--- config.mk ---
export PLATFORM = sky130hd
export DESIGN_NAME = i2c_target_regs
export DESIGN_NICKNAME = d
export VERILOG_FILES = /design/src/rtl/i2c_target_regs.sv
export SDC_FILE = /design/constraint.sdc
export NUM_CORES = 1
export LEC_CHECK = 0
export CAP_MARGIN = 20
export CORE_MARGIN = 2
export CORE_UTILIZATION = 45
export CTS_BUF_LIST = sky130_fd_sc_hd__clkbuf_8
export DETAILED_ROUTE_END_ITERATION = 10
export PLACE_DENSITY_LB_ADDON = 0.25
export SYNTH_ARGS = -nofsm -noshare
export SYNTH_HDL_FRONTEND = slang
export SYNTH_SLANG_ARGS = --single-unit
export TNS_END_PERCENT = 10
--- constraint.sdc ---
create_clock -name clk -period 2.9 [get_ports clk]
set_input_delay 0.435 -clock clk [delete_from_list [all_inputs] [get_ports clk]]
set_output_delay 0.435 -clock clk [all_outputs]
set_load 0.02 [all_outputs]
--- src/rtl/i2c_target_regs.sv ---
// I2C target with a small register file: 7-bit address match, pointer byte,
// auto-incrementing writes and reads. Open-drain SDA, SCL is input only.
module i2c_target_regs #(
    parameter logic [6:0] TARGET_ADDR = 7'h50,
    parameter int         DEPTH       = 16,
    parameter int         SYNC_STAGES = 2,
    localparam int        PW          = $clog2(DEPTH)
) (
    input  logic          clk,
    input  logic          rst,
    input  logic          scl_i,
    input  logic          sda_i,
    output logic          sda_oe,
    output logic          busy,
    output logic          wr_valid,
    output logic [PW-1:0] wr_addr,
    output logic [7:0]    wr_data,
    input  logic [PW-1:0] host_addr,
    output logic [7:0]    host_rdata
);

    localparam logic [3:0] IDLE     = 4'd0;
    localparam logic [3:0] ADDR     = 4'd1;
    localparam logic [3:0] ADDR_ACK = 4'd2;
    localparam logic [3:0] PTR      = 4'd3;
    localparam logic [3:0] PTR_ACK  = 4'd4;
    localparam logic [3:0] WRITE    = 4'd5;
    localparam logic [3:0] WR_ACK   = 4'd6;
    localparam logic [3:0] READ     = 4'd7;
    localparam logic [3:0] RD_ACK   = 4'd8;
    localparam logic [3:0] RD_NEXT  = 4'd9;

    logic [SYNC_STAGES-1:0] scl_sync_q, scl_sync_d, sda_sync_q, sda_sync_d;
    logic                   scl_hist_q, scl_hist_d, sda_hist_q, sda_hist_d;
    logic [3:0]             state_q, state_d;
    logic [3:0]             bit_cnt_q, bit_cnt_d;
    logic [7:0]             shift_q, shift_d;
    logic [PW-1:0]          ptr_q, ptr_d;
    logic                   rw_q, rw_d;
    logic                   sda_oe_q, sda_oe_d;
    logic                   busy_q, busy_d;
    logic                   wr_valid_q, wr_valid_d;
    logic [PW-1:0]          wr_addr_q, wr_addr_d;
    logic [7:0]             wr_data_q, wr_data_d;
    logic [7:0]             regs_q [DEPTH];
    logic [7:0]             regs_d [DEPTH];

    logic       scl_s, sda_s;
    logic       scl_rise, scl_fall, start_det, stop_det;
    logic [7:0] rx_byte;

    assign scl_s     = scl_sync_q[SYNC_STAGES-1];
    assign sda_s     = sda_sync_q[SYNC_STAGES-1];
    assign scl_rise  = scl_s & ~scl_hist_q;
    assign scl_fall  = ~scl_s & scl_hist_q;
    // SCL must be high on both sides of the SDA edge for a bus condition
    assign start_det = scl_s & scl_hist_q & sda_hist_q & ~sda_s;
    assign stop_det  = scl_s & scl_hist_q & ~sda_hist_q & sda_s;
    assign rx_byte   = {shift_q[6:0], sda_s};

    always_comb begin
        scl_sync_d = {scl_sync_q[SYNC_STAGES-2:0], scl_i};
        sda_sync_d = {sda_sync_q[SYNC_STAGES-2:0], sda_i};
        scl_hist_d = scl_s;
        sda_hist_d = sda_s;
        state_d    = state_q;
        bit_cnt_d  = bit_cnt_q;
        shift_d    = shift_q;
        ptr_d      = ptr_q;
        rw_d       = rw_q;
        sda_oe_d   = sda_oe_q;
        busy_d     = busy_q;
        wr_valid_d = 1'b0;
        wr_addr_d  = wr_addr_q;
        wr_data_d  = wr_data_q;
        regs_d     = regs_q;

        case (state_q)
            IDLE: ;
            ADDR, PTR, WRITE: begin
                if (scl_rise && bit_cnt_q != 4'd8) begin
                    shift_d   = rx_byte;
                    bit_cnt_d = bit_cnt_q + 4'd1;
                    if (state_q == WRITE && bit_cnt_q == 4'd7) begin
                        regs_d[ptr_q] = rx_byte;
                        wr_valid_d    = 1'b1;
                        wr_addr_d     = ptr_q;
                        wr_data_d     = rx_byte;
                        ptr_d         = ptr_q + PW'(1);
                    end
                end else if (scl_fall && bit_cnt_q == 4'd8) begin
                    if (state_q == ADDR) begin
                        if (shift_q[7:1] == TARGET_ADDR) begin
                            sda_oe_d = 1'b1;
                            busy_d   = 1'b1;
                            rw_d     = shift_q[0];
                            state_d  = ADDR_ACK;
                        end else begin
                            sda_oe_d = 1'b0;
                            state_d  = IDLE;
                        end
                    end else if (state_q == PTR) begin
                        ptr_d    = shift_q[PW-1:0];
                        sda_oe_d = 1'b1;
                        state_d  = PTR_ACK;
                    end else begin
                        sda_oe_d = 1'b1;
                        state_d  = WR_ACK;
                    end
                end
            end
            ADDR_ACK, PTR_ACK, WR_ACK: begin
                if (scl_fall) begin
                    bit_cnt_d = 4'd0;
                    if (state_q == ADDR_ACK && rw_q) begin
                        shift_d  = regs_q[ptr_q];
                        sda_oe_d = ~regs_q[ptr_q][7];
                        state_d  = READ;
                    end else begin
                        sda_oe_d = 1'b0;
                        state_d  = (state_q == ADDR_ACK) ? PTR : WRITE;
                    end
                end
            end
            READ: begin
                // bit_cnt counts bits already handed over; shift_q[7] is on the bus
                if (scl_fall) begin
                    if (bit_cnt_q == 4'd7) begin
                        sda_oe_d = 1'b0;
                        state_d  = RD_ACK;
                    end else begin
                        bit_cnt_d = bit_cnt_q + 4'd1;
                        sda_oe_d  = ~shift_q[6];
                        shift_d   = {shift_q[6:0], 1'b0};
                    end
                end
            end
            RD_ACK: begin
                if (scl_rise) begin
                    if (!sda_s) begin
                        ptr_d   = ptr_q + PW'(1);
                        state_d = RD_NEXT;
                    end else begin
                        busy_d   = 1'b0;
                        sda_oe_d = 1'b0;
                        state_d  = IDLE;
                    end
                end
            end
            RD_NEXT: begin
                if (scl_fall) begin
                    shift_d   = regs_q[ptr_q];
                    sda_oe_d  = ~regs_q[ptr_q][7];
                    bit_cnt_d = 4'd0;
                    state_d   = READ;
                end
            end
            default: state_d = IDLE;
        endcase

        if (start_det) begin
            state_d   = ADDR;
            bit_cnt_d = 4'd0;
            sda_oe_d  = 1'b0;
            busy_d    = 1'b0;
        end else if (stop_det) begin
            state_d  = IDLE;
            sda_oe_d = 1'b0;
            busy_d   = 1'b0;
        end
    end

    always_ff @(posedge clk) begin
        if (rst) begin
            scl_sync_q <= '1;
            sda_sync_q <= '1;
            scl_hist_q <= 1'b1;
            sda_hist_q <= 1'b1;
            state_q    <= IDLE;
            bit_cnt_q  <= 4'd0;
            shift_q    <= 8'h00;
            ptr_q      <= '0;
            rw_q       <= 1'b0;
            sda_oe_q   <= 1'b0;
            busy_q     <= 1'b0;
            wr_valid_q <= 1'b0;
            wr_addr_q  <= '0;
            wr_data_q  <= 8'h00;
            for (int i = 0; i < DEPTH; i++) regs_q[i] <= 8'h00;
        end else begin
            scl_sync_q <= scl_sync_d;
            sda_sync_q <= sda_sync_d;
            scl_hist_q <= scl_hist_d;
            sda_hist_q <= sda_hist_d;
            state_q    <= state_d;
            bit_cnt_q  <= bit_cnt_d;
            shift_q    <= shift_d;
            ptr_q      <= ptr_d;
            rw_q       <= rw_d;
            sda_oe_q   <= sda_oe_d;
            busy_q     <= busy_d;
            wr_valid_q <= wr_valid_d;
            wr_addr_q  <= wr_addr_d;
            wr_data_q  <= wr_data_d;
            regs_q     <= regs_d;
        end
    end

    assign sda_oe     = sda_oe_q;
    assign busy       = busy_q;
    assign wr_valid   = wr_valid_q;
    assign wr_addr    = wr_addr_q;
    assign wr_data    = wr_data_q;
    assign host_rdata = regs_q[host_addr];

endmodule

# Word-level counts from Yosys, hierarchy flattened
# Index checks and enable logic that the tools add are counted.
[totals]
output_inout_bits = 23
wordCells = 182
reg_bits = 170
in_bits = 8
[op_classes]
add_sub_neg = 2
eq_ne = 40
n_lt_le_gt_ge = 3
reduce_logical = 25
mux = 63
n_bitwise = 18
[ops]
columns = ["op", "n"]
rows = [
  ["bitwise mux 128 bit", 1],
  ["two-way mux 8 bit", 11],
  ["two-way mux 4 bit", 20],
  ["binary-select mux 8 bit (select 4 bit)", 2],
  ["demux 8 bit (select 4 bit)", 1],
  ["inequality test 4 bit (second input constant)", 8],
  ["one-hot mux 8 bit (4 select lines)", 1],
  ["inequality test 2 bit (second input constant)", 14],
  ["one-hot mux 4 bit (6 select lines)", 1],
  ["AND reduction 8 bit", 3],
  ["AND reduction 7 bit", 3],
  ["== test 4 x 3 -> 1 bit (second input constant)", 5],
  ["two-way mux 1 bit", 18],
  ["inequality test 3 bit (second input constant)", 5],
  ["== test 4 bit (second input constant)", 3],
  ["one-hot mux 4 bit (3 select lines)", 1],
  ["OR reduction 3 bit", 4],
  ["greater-or-equal comparator 5 bit (second input constant)", 2],
  ["NOT 4 -> 5 bit", 2],
  ["AND reduction 5 bit", 2],
  ["NOT 1 bit", 9],
  ["adder 4 x 1 -> 4 bit (second input constant)", 2],
  ["== test 4 x 2 -> 1 bit (second input constant)", 2],
  ["one-hot mux 4 bit (2 select lines)", 1],
  ["18 further kinds", 30],
]

# Depth between registers and ports, before layout
# Gate-level depths: netlist of the first run.
[logic_depth]
ltp_word = 8
depth_mapped = 10
mapped_depth_nobuf = 7

# Least setup slack after synthesis of the first run
# No wires, ideal clock.
[synth_path]
path_type = "input-to-output"
from = "in host_addr[0]"
to = "out host_rdata[7]"
n_path_buf = 2
setup_slack_ns = 0.338
arrival_time_ns = 2.127
cell_stages = 4
required_ns = 2.465
cell_sequence = "clkbuf_1 -> clkbuf_1 -> mux4_2 -> mux4_2"
[synth_between]
elab_chain_cells = 4
[synth_lines]
columns = ["item", "line", "source"]
rows = [
  ["start: declaration", "18", "input logic [PW-1:0] host_addr,"],
  ["NOT 4 -> 5 bit (implied by the code)", "214", "assign host_rdata = regs_q[host_addr];"],
  ["binary-select mux 8 bit (select 4 bit)", "214", ""],
  ["two-way mux 8 bit (implied by the code) (2 in series)", "214", ""],
  ["end: declaration", "19", "output logic [7:0] host_rdata"],
]
# No other way between the ends. The select of a mux whose other input is x is not followed.

# Worst setup path in the final report of the first run
[layout_path]
from = "in host_addr[0]"
to = "out host_rdata[3]"
# The elaborated chain is that of the path after synthesis.

==> results.cfg, run 1 <==
[run_status]
status = complete, no violations

[logic_synthesis]
ys_top_cells_by_count = 170 x dfxtp_1, 142 x nor2_1, 140 x mux2i_1
syn_avg_cell_area_um2 = 10.7
async_flop_share_pct = 0
seq_area_frac_synth_pct = 37.6
synth-edff-count = 0
synth_most_common_cell = dfxtp_1
synth_nets = 862
synthFlopType = dfxtp_1
yosysWarnings = 0
synth_area_leaders = dfxtp_1 38%, mux4_2 18%, mux2i_1 15%
synth.cell_area_um2 = 9060
synthDistinctLibCells = 68
netlist.area_leader.share_pct = 37.6
ys_ff_latch = 170
yosys.area.top_type = dfxtp_1
netlist_instances = 848

[timing]
hold_violations = 0
finalMaxSlewViolations = 0
timing.fmax_mhz = 354
fin_skew_ns = 0.0139
slew-limit-headroom_pct = 40.8
finalCritPeriodShare_pct = 97.3
rsz0062_at_grt = false
min_period_ns = 2.82
worst_pin_slew_ns = 0.887
finalSetupViolCount = 0
finalSetupTns_ns = 0

[detailed_routing]
routed_via_density = 5.89
wl_per_cell_um = 20.6
dr.first_iter.drc_count = 557
drc = 0
totalWireLength_um = 23500
via_count = 6706
drtPass1Iterations = 5
ant_nets = 0

[power_and_ir_drop]
p_per_area_nw_per_um2 = 442
leakagePower_uw = 0.00450
clkPwrFrac_pct = 43.6
combPwrFrac_pct = 4.1
internal_power_uw = 3430
power_switching_uw = 1070
p_seq_share_pct = 52.3
p_sw_share_pct = 23.8
ir_worst_vdd_mv = 0.324

[critical_path]
cp.buffers_inverters = 3
crit_type = primary input to output pin
crit_chain = buf_2, buf_12, mux4_2, mux4_2, clkdlybuf4s50_1
critPathLaunch = host_addr[0]
cp.required_ns = 2.47
slowest_delay_ns = 0.57
crit_slowest_cell = clkdlybuf4s50_1
path_delay_family = multiplexers
cp_max_fo = 25
critPathMostFrequentCell = mux4_2
r2r_start = bit_cnt_q[0]
setup.worst_path.end_class = output pin
start_kind = primary input
critPathArrivalTime_ns = 2.39

[min_path]
hp-class = primary input to register
min_from = rst

[placed_design]
gp_congestion = 0.852
dp_hpwl_um = 16000
portBuffers = 30
dpl_cell_area_um2 = 9700

[clock_network]
cts_tree = built
cts_max_path_buffers = 2
cts-root-buf = clkbuf_8
cts_hold_buf = 0
clk_transition_reported_paths_ns = 0.10
cts-htree-levels = 4
post_cts.repair.setup_buffers = 0
clk_latency_ns = 0.47
cts_buffers = 17
clock_sink_count = 170

[finish]
drive_above_1_share_pct = 22.3
nets = 875
antenna_cells = 0
fin_area_um2 = 10200
syn_to_final_growth_pct = 12.2

[floorplan]
fp.dieArea_um2 = 21300
die_w_um = 146
ios = 31
core-area_um2 = 19600
rows = 51
start_util_pct = 46.2
die_h_um = 146

[global_routing]
grt_pass1_vias = 6431
track_usage_pct = 22.3
antenna_found_initial = 0
grt_max_degree = 130
grt_pass1_wl_um = 37300
grt_overflow = 0

[run]
cap_violations = 0
per-layer routing:
layer / global-route usage [%] / share of wire, % / up-vias
met2: 36.3 / 48 / 171
met4: 6.47 / 1.8 / 0
met5: 0 / 0 / -
li1: - / - / 3146
met1: 30.6 / 46 / 3360
met3: 4.08 / 4.1 / 29
stage by stage:
stage	instances	util (%)	power, µW	hold slack [ns]	setup WS, ns
5_1_grt	1139	51.9	4620	0.376	0.00852
6_report	1139	51.9	4500	0.373	0.0779
3_3_place_gp	1107	49.5	2590	0.405	0.0754
2_1_floorplan	848	-	2530	0.389	0.338
3_5_place_dp	1107	49.5	2590	0.403	0.0599
4_1_cts	1139	51.9	4520	0.358	0.0529
timing repair:
action	in CTS	in global routing
gates resized for setup	0	1
endpoints found under the hold margin	0	0
setup endpoints to repair	0	1
cells in the final DEF, fill, tap and decap left out, drive strengths merged, types with 7 or more instances in the layout:
cell type and count:
a211oi 7, a21oi 34, buf 47, clkbuf 20
clkdlybuf4s50 26, dfxtp 170, inv 11, mux2i 140
mux4 73, nand2 45, nand4 16, nor2 143
nor3 14, o21ai 8, or2 7
cells by family after synthesis:
| logic type | after synthesis | share of synthesized area (%) |
|---|---|---|
| muxes | 219 | 34.4 |
| buffers and inverters | 89 | 4.61 |
| adders and majority gates | 6 | 0.829 |
| xor gates and xnor gates | 2 | 0.193 |
| and+or+nand+nor | 264 | 14.5 |
| AOI/OAI and AO/OA | 98 | 7.91 |
| DFF | 170 | 37.6 |
power by group through the flow:
stage               logic (µW)  registers [µW]  clock network (µW)
floorplan                  133            2400                   0
detailed placement         185            2410                   0
global placement           183            2410                   0
global route               198            2360                2070
finish                     184            2350                1960
CTS                        185            2350                1980
flip-flops by register name (all words and copies together) (netlist names), 2 cells and up:
name,count
regs_q,128
wr_data,8
bit_cnt_q,4
shift_q,8
ptr_q,4
scl_sync_q,2
wr_addr,4
sda_sync_q,2
state_q,4
cell type report:
cell class              instances  area, µm²
repair buffers                 74        696
fillers                      1782       9420
clock inverters                12        188
clock buffers                  20        275
well taps                     265        332
flip-flops and latches        170       3410
multi-input cells             589       5240
inverters                       9       33.8
worst paths after layout:
kind                   endpoint  slack, ns  depth (start not counted)
setup / recovery  host_rdata[3]       0.08                          5
setup reg to reg     regs_q[15]       0.35                          8
hold reg to reg   scl_sync_q[1]       0.42                          1
hold / removal       regs_q[79]       0.37                          2
(Power assumes the default switching activity.)
==> inputs of run 2 (changes only) <==
--- a/config.mk
+++ b/config.mk
@@ -5,6 +5,7 @@
 export SDC_FILE = /design/constraint.sdc
 export NUM_CORES = 1
 export LEC_CHECK = 0
+export ABC_CLOCK_PERIOD_IN_PS = 2900
 export CAP_MARGIN = 20
 export CORE_MARGIN = 2
 export CORE_UTILIZATION = 45
==> results of run 2 <==
No change in the layout: final DEF, timing and power equal those of run 1.
==> inputs of run 3 (changes only) <==
--- a/config.mk
+++ b/config.mk
@@ -5,6 +5,7 @@
 export SDC_FILE = /design/constraint.sdc
 export NUM_CORES = 1
 export LEC_CHECK = 0
+export ABC_AREA = 1
 export ABC_CLOCK_PERIOD_IN_PS = 2900
 export CAP_MARGIN = 20
 export CORE_MARGIN = 2
==> run 3 against run 2 <==
Combinational power increased to 13 times the previous value. Synthesized cell count grew 59%. Cell count increased by 42%. Largest power group unchanged.
==> results.cfg, run 3 <==
[power_and_ir_drop]
ir_worst_vdd_mv = 0.610
p_per_area_nw_per_um2 = 664
leakagePower_uw = 0.00390
power.total_uw = 6570

[timing]
timing.fmax_mhz = 362
timing.hold.ws_ns = 0.421
finalMaxSlewViolations = 0
finalCritPeriodShare_pct = 95.2
min_period_ns = 2.76
finalSetupViolCount = 0
fin_skew_ns = 0.0116
slew-limit-headroom_pct = 52.7
hold_violations = 0
finalSetupTns_ns = 0
rsz0062_at_grt = false
worst_pin_slew_ns = 0.708

[clock_network]
clock_sink_count = 170
cts-htree-levels = 4
cts_max_path_buffers = 2
cts-root-buf = clkbuf_8
clk_latency_ns = 0.47
cts_tree = built
cts_buffers = 17
post_cts.repair.setup_buffers = 0
clk_transition_reported_paths_ns = 0.10

[global_routing]
grt_pass1_vias = 7968
grt_pass1_wl_um = 45600
busiest_layer = met2
met2_usage_pct = 40.2
track_usage_pct = 27.4
globalRouteMet3Util_pct = 5.38
grt_overflow = 0
grt_max_degree = 70
antenna_found_initial = 0
met1_usage_pct = 39.9

[critical_path]
critPathArrivalTime_ns = 2.32
start_kind = primary input
crit_slowest_cell = clkdlybuf4s50_1
crit_type = primary input to output pin
crit_chain = clkdlybuf4s50_1, inv_1, o221ai_1, nand2_1, clkdlybuf4s50_1
setup.worst_path.end_class = output pin
cp_max_fo = 11
cp.buffers_inverters = 3
path_delay_family = buffers and inverters
critPathMostFrequentCell = clkdlybuf4s50_1
cp.required_ns = 2.47
slowest_delay_ns = 0.64

[detailed_routing]
drc = 0
via_count = 8924
wl_per_cell_um = 17.8
drtPass1Iterations = 6
dr.first_iter.drc_count = 790
totalWireLength_um = 28800
ant_nets = 0
routed_via_density = 5.52

[logic_synthesis]
syn_avg_cell_area_um2 = 6.67
netlist_instances = 1347
synth-edff-count = 0
netlist.area_leader.share_pct = 37.9
yosysWarnings = 0
seq_area_frac_synth_pct = 37.9
synth.cell_area_um2 = 8980
synthFlopType = dfxtp_1
synth_most_common_cell = nand2_1
synthDistinctLibCells = 35
synth_nets = 1361
ys_ff_latch = 170
async_flop_share_pct = 0
ys_top_cells_by_count = 246 x nand2_1, 204 x a21oi_1, 202 x o21ai_0
yosys.area.top_type = dfxtp_1
synth_area_leaders = dfxtp_1 38%, a21oi_1 11%, o21ai_0 11%

[finish]
nets = 1353
largest_register_ffs = 128
fill_cells = 2034
syn_to_final_growth_pct = 10.2
antenna_cells = 0
drive_above_1_share_pct = 8.36
layout_common_cells = 246 x nand2_1, 204 x a21oi_1, 201 x o21ai_0
regMostFlops = regs_q
mostFrequentLayoutCell = nand2_1
fin_util_pct = 50.7

[placed_design]
gp_congestion = 0.975
dp_hpwl_um = 20100
portBuffers = 30

[floorplan]
die_h_um = 145
start_util_pct = 46.0
core-area_um2 = 19500
die_w_um = 145
ios = 31
fp.dieArea_um2 = 21100
rows = 51

[run_status]
status = complete, no violations

[run]
cap_violations = 0

[min_path]
hp-class = register to register
-- run 3: changes by cell type in the layout (fill, tap and decap cells not counted), moves of 29 or more --
cell,delta
mux2i_1,-140
nand2_1,+201
o211ai_1,+34
o21ai_0,+194
a211oi_1,+29
a21oi_1,+170
inv_1,+138
nor2_1,-53
mux4_2,-73
-- run 3: per-stage QoR --
stage,cell area [µm²],std cells,worst slack [ns]
global placement,9520,1585,0.177
global route,9900,1617,0.0297
CTS,9900,1617,0.145
finish,9900,1617,0.140
detailed placement,9520,1585,0.150
floorplan,8980,1347,0.696
-- run 3: logic make-up (layout without fill, tap and decap cells) --
kind of cell,Yosys count,count (layout),synth area share (%)
AOI/OAI and AO/OA,506,506,31.0
and+or+nand+nor,406,406,18.7
buffers and inverters,256,261,11.3
DFF,170,170,37.9
adders and majority gates,6,6,0.836
xor gates and xnor gates,3,3,0.293
-- run 3: area by class of cell --
type | instances | area [µm²] | area share [%]
tap | 265 | 332 | 3.35
inverter | 160 | 601 | 6.07
multi-input combinational | 921 | 4570 | 46.1
timing repair buffer | 69 | 618 | 6.24
clock buffer | 18 | 248 | 2.50
sequential | 170 | 3410 | 34.4
clock inverter | 14 | 130 | 1.31
-- run 3: routing by layer --
layer	vias to the layer above	part of all wire, %
met5	-	0
met4	0	2.4
met3	41	8.2
met2	361	43
met1	4041	47
li1	4481	-
-- run 3: final timing paths --
| kind | cells after the start | endpoint | startpoint | slack (ns) |
|---|---|---|---|---|
| min reg2reg | 1 | sda_sync_q[1] | sda_sync_q[0] | 0.42 |
| min | 1 | sda_sync_q[1] | sda_sync_q[0] | 0.42 |
| max reg2reg | 10 | regs_q[72] | bit_cnt_q[0] | 0.36 |
| max | 5 | host_rdata[7] | host_addr[3] | 0.14 |
-- run 3: power by group --
group | switching, µW | internal (µW)
Sequential | 78.9 | 2430
Combinational | 1700 | 704
Clock | 1000 | 656
Total | 2780 | 3790
-- run 3: worst register-to-register path: cells and delay by family, from the launching register on --
family | cells | cell delay (ns)
compound gates | 2 | 0.41
fa+ha+maj | 1 | 0.21
buf+inv | 1 | 0.14
flops | 1 | 0.39
simple gates | 6 | 1.26
-- run 3: timing repair --
action	4_1_cts	5_1_grt
setup endpoints to repair	0	1
hold buffers	0	0
hold endpoints to repair	0	0
gates resized for setup	0	1
